==> src/rtl/bp_mac_seq.sv <==
// -----------------------------------------------------------------------------
// bp_mac_seq
//   Sequencer for the MAC section of the LSTM backpropagation datapath.
//   Walks dX2 (mode 0), dOut2 (mode 1) or dOut1 (mode 2) one output row at a
//   time. For every row it clears the MAC, then issues 4 gates x COLS columns
//   of weight reads, waits for the read pipeline and the MAC output register
//   to drain, and writes the accumulated result to the destination memory.
//
// Ports
//   clk, rst            clock, asynchronous active-low reset
//   i_start, i_mode     start request (sampled in IDLE) and operation select
//   i_hold              stall: freezes everything, masks pulse outputs
//   o_busy, o_done      operation in progress / one-cycle completion pulse
//   o_row, o_col        weight-memory row/column of the term being issued
//   o_sel_*             gate/path selects, delayed to line up with weight data
//   o_acc_mac           MAC accumulate enable (aligned with weight data)
//   o_rst_mac           MAC clear, active-low
//   o_wr_dx2/dout2/dout1, o_wr_addr   destination write strobe and address
// -----------------------------------------------------------------------------
module bp_mac_seq #(
    parameter int LAYR1_CELL = 53,
    parameter int LAYR2_CELL = 8,
    parameter int RD_LAT     = 1,
    parameter int ADDR       = 12
) (
    input  logic            clk,
    input  logic            rst,
    input  logic            i_start,
    input  logic [1:0]      i_mode,
    input  logic            i_hold,
    output logic            o_busy,
    output logic            o_done,
    output logic [ADDR-1:0] o_row,
    output logic [ADDR-1:0] o_col,
    output logic [1:0]      o_sel_dgate,
    output logic            o_sel_wght,
    output logic [1:0]      o_sel_wghts1,
    output logic [2:0]      o_sel_wghts2,
    output logic            o_acc_mac,
    output logic            o_rst_mac,
    output logic            o_wr_dx2,
    output logic            o_wr_dout2,
    output logic            o_wr_dout1,
    output logic [ADDR-1:0] o_wr_addr
);

    typedef enum logic [2:0] {
        S_IDLE, S_CLR, S_RUN, S_DRAIN, S_WRITE, S_DONE
    } state_t;

    localparam logic [1:0] MODE_DX2   = 2'd0;
    localparam logic [1:0] MODE_DOUT2 = 2'd1;
    localparam logic [1:0] MODE_DOUT1 = 2'd2;
    localparam logic [1:0] MODE_RSVD  = 2'd3;

    state_t          state_q;
    logic [1:0]      mode_q;
    logic [ADDR-1:0] row_q;
    logic [ADDR-1:0] j_q;
    logic [1:0]      g_q;
    logic [2:0]      drain_q;
    logic            busy_q;
    logic            done_q;
    logic            rst_mac_q;
    logic [2:0]      wr_q;        // one-hot {dout1, dout2, dx2}

    // Row/column limits of the latched operation
    logic [ADDR-1:0] rows_m1;
    logic [ADDR-1:0] cols_m1;

    always_comb begin
        rows_m1 = (mode_q == MODE_DOUT2) ? ADDR'(LAYR2_CELL - 1) : ADDR'(LAYR1_CELL - 1);
        cols_m1 = (mode_q == MODE_DOUT1) ? ADDR'(LAYR1_CELL - 1) : ADDR'(LAYR2_CELL - 1);
    end

    // -------------------------------------------------------------------------
    // Control FSM with registered strobes
    // -------------------------------------------------------------------------
    always_ff @(posedge clk or negedge rst) begin
        if (!rst) begin
            state_q   <= S_IDLE;
            mode_q    <= MODE_DX2;
            row_q     <= '0;
            j_q       <= '0;
            g_q       <= '0;
            drain_q   <= '0;
            busy_q    <= 1'b0;
            done_q    <= 1'b0;
            rst_mac_q <= 1'b1;
            wr_q      <= '0;
        end else if (!i_hold) begin
            case (state_q)
                S_IDLE: begin
                    if (i_start && (i_mode != MODE_RSVD)) begin
                        mode_q    <= i_mode;
                        row_q     <= '0;
                        j_q       <= '0;
                        g_q       <= '0;
                        busy_q    <= 1'b1;
                        rst_mac_q <= 1'b0;
                        state_q   <= S_CLR;
                    end
                end
                S_CLR: begin
                    rst_mac_q <= 1'b1;
                    j_q       <= '0;
                    g_q       <= '0;
                    state_q   <= S_RUN;
                end
                S_RUN: begin
                    if (j_q == cols_m1) begin
                        j_q <= '0;
                        g_q <= g_q + 2'd1;
                        if (g_q == 2'd3) begin
                            drain_q <= '0;
                            state_q <= S_DRAIN;
                        end
                    end else begin
                        j_q <= j_q + 1'b1;
                    end
                end
                S_DRAIN: begin
                    // RD_LAT cycles flush the read pipeline, one more for the MAC register
                    if (drain_q == 3'(RD_LAT)) begin
                        wr_q    <= 3'(3'b001 << mode_q);
                        state_q <= S_WRITE;
                    end else begin
                        drain_q <= drain_q + 3'd1;
                    end
                end
                S_WRITE: begin
                    wr_q <= '0;
                    if (row_q == rows_m1) begin
                        done_q  <= 1'b1;
                        state_q <= S_DONE;
                    end else begin
                        row_q     <= row_q + 1'b1;
                        rst_mac_q <= 1'b0;
                        state_q   <= S_CLR;
                    end
                end
                S_DONE: begin
                    done_q  <= 1'b0;
                    busy_q  <= 1'b0;
                    state_q <= S_IDLE;
                end
                default: state_q <= S_IDLE;
            endcase
        end
    end

    // -------------------------------------------------------------------------
    // Issue pipeline: RD_LAT stages carrying issue-valid, gate and path bits so
    // the accumulate enable and selects arrive together with the weight data.
    // Data fields only load on a valid entry, so the selects hold their last
    // value between rows.
    // -------------------------------------------------------------------------
    logic [RD_LAT:0]       v_chain;
    logic [2*RD_LAT+1:0]   gate_chain;
    logic [RD_LAT:0]       wght_chain;
    logic [RD_LAT:0]       u_chain;

    assign v_chain[0]       = (state_q == S_RUN);
    assign gate_chain[1:0]  = g_q;
    assign wght_chain[0]    = (mode_q == MODE_DOUT1);
    assign u_chain[0]       = (mode_q == MODE_DOUT2);

    genvar gi;
    generate
        for (gi = 0; gi < RD_LAT; gi++) begin : g_sr
            logic       v_q;
            logic [1:0] gate_q;
            logic       wght_q;
            logic       u_q;

            always_ff @(posedge clk or negedge rst) begin
                if (!rst) begin
                    v_q    <= 1'b0;
                    gate_q <= '0;
                    wght_q <= 1'b0;
                    u_q    <= 1'b0;
                end else if (!i_hold) begin
                    v_q <= v_chain[gi];
                    if (v_chain[gi]) begin
                        gate_q <= gate_chain[2*gi +: 2];
                        wght_q <= wght_chain[gi];
                        u_q    <= u_chain[gi];
                    end
                end
            end

            assign v_chain[gi+1]           = v_q;
            assign gate_chain[2*gi+2 +: 2] = gate_q;
            assign wght_chain[gi+1]        = wght_q;
            assign u_chain[gi+1]           = u_q;
        end
    endgenerate

    // -------------------------------------------------------------------------
    // Outputs; hold masks every pulse without disturbing the stored value
    // -------------------------------------------------------------------------
    assign o_busy       = busy_q;
    assign o_done       = done_q & ~i_hold;
    assign o_row        = row_q;
    assign o_col        = j_q;
    assign o_wr_addr    = row_q;
    assign o_rst_mac    = rst_mac_q | i_hold;
    assign o_acc_mac    = v_chain[RD_LAT] & ~i_hold;
    assign o_wr_dx2     = wr_q[0] & ~i_hold;
    assign o_wr_dout2   = wr_q[1] & ~i_hold;
    assign o_wr_dout1   = wr_q[2] & ~i_hold;
    assign o_sel_dgate  = gate_chain[2*RD_LAT +: 2];
    assign o_sel_wghts1 = gate_chain[2*RD_LAT +: 2];
    assign o_sel_wght   = wght_chain[RD_LAT];
    assign o_sel_wghts2 = {u_chain[RD_LAT], gate_chain[2*RD_LAT +: 2]};

endmodule

==> config.mk <==
export PLATFORM = sky130hd
export DESIGN_NAME = bp_mac_seq
export DESIGN_NICKNAME = d
export VERILOG_FILES = /design/src/rtl/bp_mac_seq.sv
export SDC_FILE = /design/constraint.sdc
export NUM_CORES = 1
export LEC_CHECK = 0
export BUFFER_PORTS_ARGS = -buffer_cell sky130_fd_sc_hd__buf_4
export CAP_MARGIN = 5
export CORE_MARGIN = 2
export CORE_UTILIZATION = 45
export DETAILED_ROUTE_END_ITERATION = 8
export HOLD_SLACK_MARGIN = 0.06
export MAX_ROUTING_LAYER = met4
export PLACE_DENSITY_LB_ADDON = 0.3
export SYNTH_ARGS = -nofsm -noshare
export SYNTH_HDL_FRONTEND = slang
export SYNTH_SLANG_ARGS = --single-unit
==> constraint.sdc <==
create_clock -name clk -period 3.3 [get_ports clk]
set_input_delay 0.33 -clock clk [delete_from_list [all_inputs] [get_ports clk]]
set_output_delay 0.33 -clock clk [all_outputs]
set_load 0.005 [all_outputs]
======== Yosys cells after proc, flatten, opt, wreduce, memory -nomap -nowiden ========
Index checks and enable logic that the tools add are counted.
storage, ports and cells
  flip-flop bits (word level) ............. 45
  latch bits .............................. 0
  RAM bits ................................ 0
  bits in read-only memories .............. 0
  output and inout port bits .............. 51
  logic and storage cells ................. 94
  memories kept ........................... 0
operators by class
  add/sub/neg operators ................... 4
  $mul .................................... 0
  div/mod/pow operators ................... 0
  magnitude comparators ................... 0
  equal/unequal tests ..................... 19
  shifts and indexed selects .............. 1
  muxes and demuxes ....................... 29
  bitwise gates (word level) .............. 7
  reduce and logical (&&, ||, !) cells .... 20
operators by type and width
  cell                                                                   count
  12-bit 2-to-1 mux                                                      3
  12-bit case mux with 3 select lines                                    1
  3-bit 2-to-1 mux                                                       9
  12-bit by 1-bit adder with 12-bit output, second input constant        2
  12-bit by 6-bit equality test with 1-bit output                        2
  12-bit case mux with 2 select lines                                    1
  3-bit case mux with 5 select lines                                     1
  3-bit AND reduction                                                    5
  6-bit 2-to-1 mux                                                       2
  2-bit != test, second input constant                                   6
  3-bit case mux with 2 select lines                                     2
  4-bit AND reduction                                                    3
  5-bit AND reduction                                                    2
  2-bit nonzero test                                                     5
  3-bit by 1-bit equality test with 1-bit output, second input constant  2
  3-bit by 2-bit equality test with 1-bit output, second input constant  2
  3-bit equality test, second input constant                             2
  2-bit case mux with 3 select lines                                     1
  3-bit nonzero test                                                     2
  1-bit AND                                                              5
  2-bit equality test, second input constant                             2
  1-bit 2-to-1 mux                                                       4
  2-bit 2-to-1 mux                                                       2
  2-bit by 1-bit != test with 1-bit output, second input constant        2
  11 further kinds                                                       12

======== Depth between registers and ports, before layout ========
Gate-level depths: netlist of run 1.
  word-level depth ........................ 5
  mapped depth ............................ 7

======== Least setup slack after synthesis of run 1 ========
No wires, ideal clock.
  path kind ............................... register to register
  start ................................... register state_q[1]
  end ..................................... register row_q[6], in the netlist o_row[6]
  library setup time ...................... 0.078 ns
  arrival time ............................ 1.543 ns
  setup slack ............................. 1.680 ns
  stages on the path, launching flop included .. 7
  cells stage by stage .................... dfrtp_1 -> buf_6 -> nor4b_4 -> and3_1 -> nand2_1 -> or3_1 -> a21oi_1
on the way
  longest elaborated chain between the ends .. 3
  elaborated cells between the ends (all ways) .. 7
  classes of those cells .................. eq/ne (3); mux (1); reduce/logical (3)
RTL lines
  item                                                                         line  text
  from (decl)                                                                  56    state_t state_q;
  from (signal assigned)                                                       81    state_q <= S_IDLE;
  from (signal assigned)                                                       101   state_q <= S_CLR;
  from (signal assigned)                                                       108   state_q <= S_RUN;
  3-bit equality test / 3-bit zero test (equally long branches)                92    case (state_q)
  2-bit != test (no source line) / 2-bit nonzero test (equally long branches)  -
  4-bit AND reduction (no source line)                                         -
  to (signal assigned)                                                         137   row_q <= row_q + 1'b1;
  to (decl)                                                                    58    logic [ADDR-1:0] row_q;
Parallel ways exist; a longest one is shown, timed or not.
A chain may end at the register's enable or synchronous reset.

======== Final worst setup path of run 1 ========
  start ................................... register state_q[2]
  end ..................................... register row_q[6], in the netlist o_row[6]
Same word-level chain as after synthesis.

==> run metrics, run 1 <==
first-pass GRT wire length=9.71 mm; Max Freq=0.484 GHz; initial antenna violation count=0; max_cap viols=0; die height=80.2 um; Initial Util=0.469; GRT Util Overall=0.197; Final Hold Vio Count=0; crit-path max FO=23; Remaining DRCs=0; Mapped Area=2620 um2; CTS tree=done; hold-fix buffers at CTS=1; count leader, synth=dfrtp_1; die area=6440 um2; CP Cell Sequence=nor4b_4 -> and3_1 -> nand2_1 -> or3_1 -> a21oi_1; GPL Wtd Cong=0.821; flops & latches, synth=between 40 and 50; fin nets=344; min-delay worst type=primary input to register; buffer depth of the longest clock path=2; pin count of the biggest net entering global routing=46; Critical R2R Launch=state_q[2]$_DFFE_PN0P_; post-route cell area=about 3100 um2; clk sink count=45; Critical Path Source=state_q[2]$_DFFE_PN0P_; Root Driver=clkbuf_8; H-tree levels=2; CP Buf/Inv Count=0; IO Port Bufs=56; max_slew headroom=0.504; first drt pass iteration count=4; unrepaired setup endpoints after global routing=no; Worst-Skew Late Latency=roughly 300 ps; layout cells sized above 1=0.213; Syn Area/Cell=8.75 um2; fin cells=406; Reg clk slew, reported paths=~90 ps; final setup violation count=0; Synth area leaders=dfrtp_1 42%, nand2_1 5.7%, buf_4 4.9%; filler instances=approximately 530; Worst Hold Launch=i_mode[1]; Worst EP arrival=2290 ps; fin util=0.549; period utilization=0.626; fraction of registers with async set/reset=1.00; ys flop type=dfrtp_1; diode count=0; CP required=3530 ps; Placed Cells=roughly 400; Ports=57; final slew viol count=0; Power Dens Cells=705 nW/um2; total number of vias=2235; Post-Route Setup TNS=0 ps; grt ovf=0; Worst path top cell family by delay=simple AND/OR/NAND/NOR gates; final wirelength=around 5.8 mm; Mapped Cells=299; Synth Net Count=310; EDFF count, synth=0; Worst-Margin Slew=737 ps; CTS Buf Count=5; HPWL Detailed=around 4.1 mm; Cell Area, Placed=2930 um2; dominant cell type by area after synthesis=dfrtp_1; Final ANT Viol Nets=0; crit end category=register; vias in the first global route=roughly 2.0k; drt initial violations=173; CP Launch Type=register; row count=27; Hold WS=about 230 ps; Synth Warn #=0; wire per inst=around 14 um; outcome=finished, final reports clean; Area growth syn-to-layout=17.1%; Synth top cells by count=44 x dfrtp_1, 40 x nand2_1, 23 x o21ai_0; Pleak=approximately 0.0014 uW; Setup Buffers After CTS=0; critical path class=register to register; Core Area=roughly 5600 um2; CTS-repair resized insts=0; Layout Skew=11.8 ps; post-synth top area share=0.421; Via density=5.50; worst vdd ir=0.358 mV; die width=around 80 um; Seq/Total Area, Yosys=0.431; Synth cell types=44; Slowest Stage Delay on Critical Path=roughly 750 ps; critical path's slowest cell=dfrtp_1; fin crit period=2070 ps
[state kept, by name, indices dropped and copies added, names as in the netlist]
signal and count:
state_q 3, o_col 12, o_sel_dgate 2, g_sr.v_q 1, drain_q 3, o_busy 1, g_q 2, mode_q 2
o_row 12, o_sel_wght 1, done_q 1, g_sr.u_q 1, rst_mac_q 1, wr_q 3
[worst paths after layout]
check | endpoint | slack, ps | cells past startpoint
min in group asynchronous | o_sel_wght$_DFFE_PN0P_ | 560 | 2
min reg2reg | g_sr[0].v_q$_DFFE_PN0N_ | 480 | 2
max in group asynchronous | wr_q[1]$_DFFE_PN0P_ | 2330 | 2
max reg2reg | o_row[6]$_DFFE_PN0P_ | 1230 | 5
min | mode_q[1]$_DFFE_PN0P_ | 230 | 3
max | o_row[6]$_DFFE_PN0P_ | 1230 | 5
[power by group]
group | leakage, uW | internal (uW) | switching, uW
combinational | 0.000780 | 385 | 379
sequential | 0.000588 | 708 | 243
clock | 0.0000574 | 246 | 198
[worst min-delay path, delay by kind of cell]
family	cells	cell delay (ps)
buf+inv	1	80
simple gates	2	90
[kinds of logic (layout without fill, tap and decap cells)]
logic type      after synthesis  count (layout)  synth area share
simple gates                141             141             0.279
compound gates               61              61             0.138
flops                        45              45             0.431
buf+inv                      34              69            0.0794
mux                           7               7            0.0282
xor+xnor                      6               6            0.0201
fa+ha+maj                     5               5            0.0239
[layout make-up]
class                   count  area [um2]  area share
clock buffers               6        82.6      0.0270
clock inverters             2        37.5      0.0123
inverters                   4        15.0     0.00490
multi-input cells         220        1280       0.418
flip-flops and latches     45        1130       0.368
well taps                  72        90.1      0.0294
repair buffers             57         430       0.141
[metal layers]
metal  vias up  global-route usage  part of all wire
met4         0              0.0458            0.0093
met1      1059               0.287              0.47
li1       1115                   -                 -
met2        55               0.283              0.47
met3         6              0.0438             0.046
met5         -                   -                 0
[cell usage in the layout, fill, tap and decap left out, drive strengths merged, types with 6 or more instances in the layout]
| master | n |
|---|---|
| dfrtp | 44 |
| and3 | 10 |
| nand3 | 12 |
| nor4 | 7 |
| nor2 | 22 |
| buf | 56 |
| nor3 | 14 |
| nand2 | 40 |
| a21oi | 19 |
| clkbuf | 6 |
| nand4 | 6 |
| o21ai | 23 |
| nor2b | 10 |
[per-stage QoR]
| step | setup WS [ps] | power, uW |
|---|---|---|
| 3_3_place_gp | 1130 | 1710 |
| 2_1_floorplan | 1680 | 1460 |
| 5_1_grt | 1060 | 2340 |
| 3_5_place_dp | 1030 | 1730 |
| 6_report | 1230 | 2160 |
| 4_1_cts | 1240 | 2180 |
No activity file was read; power rests on OpenSTA's default activity.
==> inputs of run 2 (changes only) <==
Settings changed: ABC_AREA set to 1.
Clock period 3.3 ns to 2 ns, I/O delays scaled along.
==> run metrics, run 2 <==
Worst Hold Path EP=mode_q[0]$_DFFE_PN0P_ (was mode_q[1]$_DFFE_PN0P_); Synth cell types=30 (was 44); drt initial violations=153 (was 173); final wirelength=6.60 mm (was 5.81 mm); Via density=5.14 (was 5.50); Max Freq=0.586 GHz (was 0.484 GHz); setup slack on the worst flop-to-flop path=290 ps (was 1230 ps); die area=7070 um2 (was 6440 um2); Synth Area in Compound Gates=0.0529 (was 0.138); Root Driver=clkbuf_8 (unchanged); Synth Warn #=0 (unchanged); fin nets=454 (was 344); max_slew headroom=0.615 (was 0.504); die height=84.1 um (was 80.2 um); Worst EP arrival=1900 ps (was 2290 ps); Final Worst Setup Slack=293 ps (was 1230 ps); Worst-Skew Late Latency=300 ps (about the same); Adder-Cell Fraction of Synth Area=0.0217 (was 0.0239); Post-Synth XOR/XNOR Area=0.0243 (was 0.0201); first-pass GRT wire length=11.4 mm (was 9.71 mm); CTS tree=done (unchanged); filler instances=632 (was 533); Final ANT Viol Nets=0 (unchanged); layout cells sized above 1=0.205 (was 0.213); initial antenna violation count=0 (unchanged); NetSw=1240 uW (was 820 uW); dpl ws=308 ps (was 1030 ps); buffer depth of the longest clock path=2 (unchanged); critical path class=register to register (unchanged); Mapped Area=2890 um2 (was 2620 um2); total number of vias=2676 (was 2235); Post-Route Setup TNS=0 ps (unchanged); fin crit period=1710 ps (was 2070 ps); diode count=0 (unchanged); row count=29 (was 27); clk sink count=45 (unchanged); Syn Area/Cell=7.17 um2 (was 8.75 um2); post-route cell area=3340 um2 (was 3060 um2); CTS Buf Count=5 (unchanged); Critical R2R Launch=state_q[0]$_DFFE_PN0P_ (was state_q[2]$_DFFE_PN0P_); Setup Buffers After CTS=0 (unchanged); Reg-to-Reg End=o_col[2]$_DFFE_PN0P_ (was o_row[6]$_DFFE_PN0P_); Worst-Margin Slew=577 ps (was 737 ps); Remaining DRCs=0 (unchanged); grt ovf=0 (unchanged); HPWL Detailed=4.79 mm (was 4.06 mm); switching portion of total power=0.390 (was 0.380); vias in the first global route=2465 (was 1965); Area growth syn-to-layout=15.7% (was 17.1%); unrepaired setup endpoints after global routing=no (unchanged); mux contribution to synthesized area=0.00390 (was 0.0282); wire per inst=12.7 um (was 14.3 um); period utilization=0.853 (was 0.626); crit end category=register (unchanged); GRT Util Overall=0.200 (was 0.197); Final Hold Vio Count=0 (unchanged); fraction of registers with async set/reset=1.00 (unchanged); Gate power share=0.360 (was 0.354); Power Dens Cells=948 nW/um2 (was 705 nW/um2); Synth area leaders=dfrtp_1 38%, nand2_1 15%, nor2_1 6.9% (was dfrtp_1 42%, nand2_1 5.7%, buf_4 4.9%); outcome=finished, final reports clean (unchanged); Worst Hold Launch=i_mode[0] (was i_mode[1]); IO Port Bufs=56 (unchanged); worst vdd ir=0.600 mV (was 0.358 mV); flops & latches, synth=45 (unchanged); GPL Wtd Cong=0.925 (was 0.821); H-tree levels=2 (unchanged); Synth Net Count=414 (was 310); internal power=1930 uW (was 1340 uW); worst hold path stage count=3 (unchanged); Synth top cells by count=117 x nand2_1, 53 x nor2_1, 44 x dfrtp_1 (was 44 x dfrtp_1, 40 x nand2_1, 23 x o21ai_0); crit-path max FO=11 (was 23); EDFF count, synth=0 (unchanged); sequential cell area=1130 um2 (unchanged); post-synth top area share=0.381 (was 0.421); count leader, synth=nand2_1 (was dfrtp_1); CP Launch Type=register (unchanged); Clock power frac=0.226 (was 0.206); Mapped Cells=403 (was 299); Core Area=6280 um2 (was 5570 um2); Layout Skew=8.46 ps (was 11.8 ps); Cell Area, Placed=3220 um2 (was 2930 um2); Pleak=0.00171 uW (was 0.00143 uW); multi-input logic area=1390 um2 (was 1280 um2); Reg clk slew, reported paths=90 ps (about the same); commonest non-fill, non-tap cells in the layout=117 x nand2_1, 58 x buf_4, 53 x nor2_1 (was 56 x buf_4, 44 x dfrtp_1, 40 x nand2_1); dominant cell type by area after synthesis=dfrtp_1 (unchanged); total power=3170 uW (was 2160 uW); final setup violation count=0 (unchanged); final slew viol count=0 (unchanged); Initial Util=0.460 (was 0.469); CP required=2200 ps (was 3530 ps); Seq pwr share=0.414 (was 0.440); die width=84.1 um (was 80.2 um); pin count of the biggest net entering global routing=46 (unchanged); min-delay worst type=primary input to register (unchanged); ys flop type=dfrtp_1 (unchanged); hold-fix buffers at CTS=1 (unchanged); Post-Synth Simple-Gate Area=0.377 (was 0.279); most common cell after layout, fill and taps aside=nand2_1 (was buf_4); CTS-repair resized insts=0 (unchanged); Ports=57 (unchanged); Seq/Total Area, Yosys=0.390 (was 0.431); R2R cell count=8 (was 5); max_cap viols=0 (unchanged); largest family of logic cells by synthesized area=simple AND/OR/NAND/NOR gates (unchanged); first drt pass iteration count=4 (unchanged)
==> run 2: cell count changes after synthesis, moves of 10 or more <==
cell	previous run	this run
and3_1	10	0
nand2_1	40	117
inv_1	4	39
nand3_1	12	39
a21oi_1	19	9
nor2_1	22	53
nor2b_1	10	0
o21ai_0	23	11
==> run 2: power by group through the flow <==
stage / Clock (uW) / Sequential (uW) / Combinational (uW)
after floorplan: 0 / 1270 / 872
after global placement: 0 / 1320 / 1140
after detailed placement: 0 / 1330 / 1150
after CTS: 736 / 1310 / 1160
after global routing: 764 / 1350 / 1310
final: 716 / 1310 / 1140
==> run 2: cell type report <==
class,instances,share of cell area
clock inverter,3,0.0139
timing repair buffer,59,0.133
tap,77,0.0288
sequential,45,0.337
multi-input combinational,286,0.414
clock buffer,5,0.0206
inverter,46,0.0517
==> run 2: kinds of logic (layout without fill, tap and decap cells) <==
family	Yosys count	after routing
compound gates	28	28
xor+xnor	8	8
fa+ha+maj	5	5
buf+inv	72	113
flops	45	45
mux	1	1
simple gates	244	244
==> run 2: layer usage <==
metal	vias up	wire, um	GRT usage
met2	65	3160	0.318
met4	0	129	0.0689
met5	-	0	-
met1	1253	3030	0.261
met3	11	290	0.0317
li1	1347	-	-
==> run 2: critical path, stage by stage (launching register included) <==
cell	delay, ps
dfrtp_1	510
inv_2	120
nand3_2	100
nand2_1	100
nand3_2	260
inv_2	210
nand2_2	150
inv_1	100
nor2_1	50
==> run 2: how the worst max path moves through the flow <==
stage	from	endpoint	slack [ps]	cells past startpoint
6_report	state_q[0]$_DFFE_PN0P_	o_col[2]$_DFFE_PN0P_	290	8
5_1_grt	o_row[0]$_DFFE_PN0P_	o_row[8]$_DFFE_PN0P_	130	9
4_1_cts	state_q[0]$_DFFE_PN0P_	o_col[2]$_DFFE_PN0P_	300	8
3_5_place_dp	state_q[0]$_DFFE_PN0P_	o_col[2]$_DFFE_PN0P_	310	8
3_3_place_gp	state_q[0]$_DFFE_PN0P_	o_col[2]$_DFFE_PN0P_	350	8
2_1_floorplan	o_row[0]$_DFFE_PN0P_	o_row[8]$_DFFE_PN0P_	580	9
==> run 2: stage by stage <==
step,std cells,hold WS (ps),utilization
floorplan,403,-95.6,-
global placement,512,245,0.512
detailed placement,512,254,0.512
CTS,521,161,0.532
global route,521,165,0.532
finish,521,163,0.532
